===== config.mk =====
export PLATFORM = sky130hd
export DESIGN_NAME = multadd_pipe
export DESIGN_NICKNAME = d
export VERILOG_FILES = /design/src/rtl/multadd_pipe.sv
export SDC_FILE = /design/constraint.sdc
export NUM_CORES = 1
export LEC_CHECK = 0
export CAP_MARGIN = 10
export CORE_ASPECT_RATIO = 1.75
export CORE_MARGIN = 10
export CORE_UTILIZATION = 55
export DETAILED_ROUTE_END_ITERATION = 7
export PLACE_DENSITY = 0.82
export SYNTH_ARGS = -nofsm -noshare
export SYNTH_HDL_FRONTEND = slang
export SYNTH_SLANG_ARGS = --single-unit

===== constraint.sdc =====
create_clock -name clk -period 5.32 [get_ports clk]
set_input_delay 0.532 -clock clk [delete_from_list [all_inputs] [get_ports clk]]
set_output_delay 0.532 -clock clk [all_outputs]
set_load 0.01 [all_outputs]

===== src/rtl/multadd_pipe.sv =====
// Signed multiply-add leaf p = a*b + c with a 1..4 stage registered output.
// Full-precision product and sum; the result is sign-extended or wrapped to PW bits.
module multadd_pipe #(
    parameter int AW      = 9,
    parameter int BW      = 18,
    parameter int CW      = 7,
    parameter int PW      = 26,
    parameter int LATENCY = 1
) (
    input  logic                 clk,
    input  logic                 rst,
    input  logic signed [AW-1:0] a,
    input  logic signed [BW-1:0] b,
    input  logic signed [CW-1:0] c,
    output logic signed [PW-1:0] p
);

    localparam int PROD_W = AW + BW;
    localparam int SUM_W  = ((PROD_W > CW) ? PROD_W : CW) + 1;

    if ((LATENCY < 1) || (LATENCY > 4)) begin : g_bad_latency
        $error("multadd_pipe: LATENCY must be within 1..4");
    end
    if ((AW < 2) || (BW < 2) || (CW < 2) || (PW < 2)) begin : g_bad_width
        $error("multadd_pipe: every operand and result width must be at least 2");
    end

    // Signed size cast: sign-extends when PW > SUM_W, keeps the PW LSBs otherwise.
    function automatic logic signed [PW-1:0] fit_pw(input logic signed [SUM_W-1:0] s);
        return PW'(s);
    endfunction

    logic signed [PROD_W-1:0] prod_d;

    assign prod_d = PROD_W'(a) * PROD_W'(b);

    if (LATENCY == 1) begin : g_lat1
        logic signed [SUM_W-1:0] sum_d;
        logic signed [PW-1:0]    p_q;

        assign sum_d = SUM_W'(prod_d) + SUM_W'(c);

        // Single output register holding the full multiply-add result.
        always_ff @(posedge clk) begin
            if (rst) begin
                p_q <= {PW{1'b0}};
            end else begin
                p_q <= fit_pw(sum_d);
            end
        end

        assign p = p_q;
    end else begin : g_latn
        logic signed [PROD_W-1:0] prod_q;
        logic signed [CW-1:0]     c_q;
        logic signed [SUM_W-1:0]  sum_d;
        logic signed [PW-1:0]     out_q [LATENCY-1];

        // c is delayed alongside the product so both meet at the adder.
        assign sum_d = SUM_W'(prod_q) + SUM_W'(c_q);

        // Product stage, then adder stage, then the remaining output delay stages.
        always_ff @(posedge clk) begin
            if (rst) begin
                prod_q <= {PROD_W{1'b0}};
                c_q    <= {CW{1'b0}};
                for (int i = 0; i < LATENCY - 1; i++) begin
                    out_q[i] <= {PW{1'b0}};
                end
            end else begin
                prod_q   <= prod_d;
                c_q      <= c;
                out_q[0] <= fit_pw(sum_d);
                for (int i = 1; i < LATENCY - 1; i++) begin
                    out_q[i] <= out_q[i-1];
                end
            end
        end

        assign p = out_q[LATENCY-2];
    end

endmodule


# After elaboration in Yosys (flattened, before gate mapping)

Index checks and enable logic that the tools add are counted.

Bits in registers: 26
Output and inout bits: 26
Input bits: 36

Add/sub/neg operators: 1
Multipliers: 1

Operators with widths:

| operator        | count |
|---|---|
| $add A26 B7 Y26 | 1 |
| $mul A9 B18 Y26 | 1 |

# Longest topological paths before layout

Depth in word-level cells: 2
Depth in mapped cells: 20
Gate-level depth less buffers: 18

# Worst setup path after synthesis

OpenSTA, ideal clock, no wires.

Kind: input to register
Start: in a[0]
End: reg g_lat1.p_q[20], in the netlist p[20]
Arrival time: 5.415 ns
Cell stages on the path: 20
Path slack: -0.222 ns
Required time: 5.192 ns
Cells stage by stage: clkbuf_1 clkbuf_1 nand2_1 fa_1 inv_1 fa_1 inv_1 fa_1 inv_1 fa_1 inv_1 fa_1 inv_1 ha_1 o21a_1 o2111a_1 a211o_2 a41oi_2 xor2_1 nor2_1

Cells in the longest elaborated chain, start to end: 2

RTL lines:

| what                   | RTL line | source |
|---|---|---|
| start: declaration     | 12       | `input logic signed [AW-1:0] a,` |
| $mul A9 B18 Y26        | 35       | `assign prod_d = PROD_W'(a) * PROD_W'(b);` |
| $add A26 B7 Y26        | 41       | `assign sum_d = SUM_W'(prod_d) + SUM_W'(c);` |
| end signal: assignment | 46       | `p_q <= {PW{1'b0}};` |
| end signal: assignment | 48       | `p_q <= fit_pw(sum_d);` |
| end: declaration       | 39       | `logic signed [PW-1:0] p_q;` |

No other way between the ends.
A chain may end at the register's enable or synchronous reset.

# Worst setup path after layout

Start: in b[16]
End: reg g_lat1.p_q[21], in the netlist p[21]

Cells in the longest elaborated chain, start to end: 2

RTL lines:

| what               | RTL line | source |
|---|---|---|
| start: declaration | 13       | `input logic signed [BW-1:0] b,` |
| $mul A9 B18 Y26    | 35       |  |
| $add A26 B7 Y26    | 41       |  |

No other way between the ends.

==> qor.yml <==
synth.avg_cell_area_um2: 8.851
grt_overflow: 0
area.sequential_um2: 520.5
syn_to_final_growth_pct: 27.71
drc: 0
drv_slew: 0
cp_slowest_cell: "fa_1"
setup_ws_ns: 0.1134
dp_cells: 1102
routedWlPerCell_um: 17.27
cp_cell_sequence: "clkdlybuf4s15_1 > nand2_1 > fa_1 > inv_1 > fa_1 > fa_1 > fa_1 > inv_2 > fa_1 > inv_2 > ha_4 > and3_4 > and2_4 > a21bo_4 > nand2_1 > o22a_1 > mux2_4"
synth_nets: 1049
multi_input_area_mm2: 0.005941
grt_usage: 0.2103
finalHoldViolations: 0
root_buffer: "clkbuf_16"
hold_buffers: 0
antennaDiodeCount: 0
ys_types: 49
grt_pass1_vias: 6827
core_area_mm2: 0.01257
syn_inst: 799
htreeDepth: 1
vias: 6021
ioPinCount: 62
wl_met2_mm: 11.39
seq_area_frac_synth: 0.07360
start_kind: "primary input"
synth_edf_count: 0
grt_max_degree: 35
antenna_found_initial: 0
worstMarginPinSlew_ns: 0.4980
cpPeakStageDelay_ns: 0.59
cp-end-kind: "flip-flop"
crit_type: "in2reg"
cp.arrival_ns: 5.36
synthFlopType: "dfxtp_1"
synthArstFlopShare: 0
fp.dieW_um: 105.7
cap_violations: 0
tns_ns: 0
path_clk_slew_ns: 0.06
n_fill_cell: 887
period_needed_ns: 5.207
utilization: 0.7186
final_antenna_net_count: 0
cp_max_fo: 9
largest_reg_flops: 26
met1_length_mm: 5.575
drt-initial-drc-count: 257
die_h_um: 170.0
gp_congestion: 0.9513
netlist_area_mm2: 0.007072
status: "completed"
cts_tree: "yes"
dp_hpwl_mm: 15.66
drive_gt1_frac: 0.1920
layout.cells.non_filler: 1116
worst_path_most_repeated_cell: "fa_1"
wl_met3_um: 712
period_share: 0.9787
grt_pass1_wl_mm: 30.67
required_ns: 5.47
wl_mm: 19.27
fmax_ghz: 0.1921
hp-class: "in2reg"
setup_viol: 0
yosysWarningCount: 0
via_per_inst: 5.395
highest_layer: "met4"
cts_sinks: 26
worst-path-buf-inv: 4
synth-seq-cells: 26
place_ws_ns: -0.5754
start_util: 0.5627
cts_buffer_depth: 2
fp-row-count: 54
fin_nets: 1200
cp_top_family: "adder cells"
io_buffer_count: 61
slew_headroom: 0.6656
fp.dieArea_mm2: 0.01797
numCtsBuffers: 3
firstDrtPassIters: 5
==> cell families (layout without fill, tap and decap cells) <==
group,count (synthesis),count (layout),share of synthesized area
mux,5,5,0.007784
xor+xnor,25,25,0.03096
compound gates,65,65,0.06883
flops,26,26,0.07360
simple gates,228,228,0.1546
fa+ha+maj,214,214,0.5389
buf+inv,236,385,0.1253
==> final timing paths <==
kind / from / endpoint / slack [ns] / cells past startpoint
worst min-delay path: c[0] / p[0] / 1.03 / 3
worst max-delay path: b[16] / p[21] / 0.11 / 17
==> through the flow <==
stage | hold WS, ns | cell area (um^2)
finish | 1.031 | 9031
global route | 1.069 | 9031
CTS | 1.051 | 8864
detailed placement | 1.273 | 8594
global placement | 1.264 | 8594
floorplan | 0.7023 | 7097
==> synthesized netlist by cell type, types with 11 or more instances <==
cell type	instances	area, um^2
and2_1	47	294.0
nand2_1	108	405.4
nor2b_1	19	118.9
ha_1	63	788.3
dfxtp_1	26	520.5
clkbuf_1	33	123.9
inv_1	203	762.0
fa_1	151	3023
xor2_1	11	96.34
nor2_1	26	97.59
xnor2_1	14	122.6
a21oi_1	14	70.07
==> what timing repair did <==
action	CTS	global route
pin swaps	24	31
gates resized for setup	50	53
endpoints found under the setup margin	14	12
cloned	1	2
buffers inserted	2	6
==> layout by cell type (no fill, tap or decap), types with 11 or more instances in the layout <==
cell,synthesis,final
xor2_1,11,11
nor2_1,26,26
nand2_1,108,105
buf_6,0,11
dfxtp_1,26,26
ha_1,63,51
nor2b_1,19,17
ha_4,0,11
fa_1,151,144
inv_1,203,199
buf_4,0,104
xnor2_1,14,14
clkdlybuf4s50_1,0,37
and2_1,47,46
==> layer usage <==
layer / GRT usage / vias to the layer above
met5: 0 / -
li1: - / 2656
met4: 0.1567 / 0
met2: 0.4212 / 243
met1: 0.1780 / 3002
met3: 0.02874 / 120
==> area by class of cell <==
cell class	count	share of cell area
timing repair buffer	179	0.1686
sequential	26	0.05763
clock buffer	3	0.008313
inverter	203	0.08437
multi-input combinational	537	0.6578
tap	168	0.02328
Power is left out: the tool's default activity adds up to more than one toggle a clock period on the data nets, which glitch-free logic cannot reach.
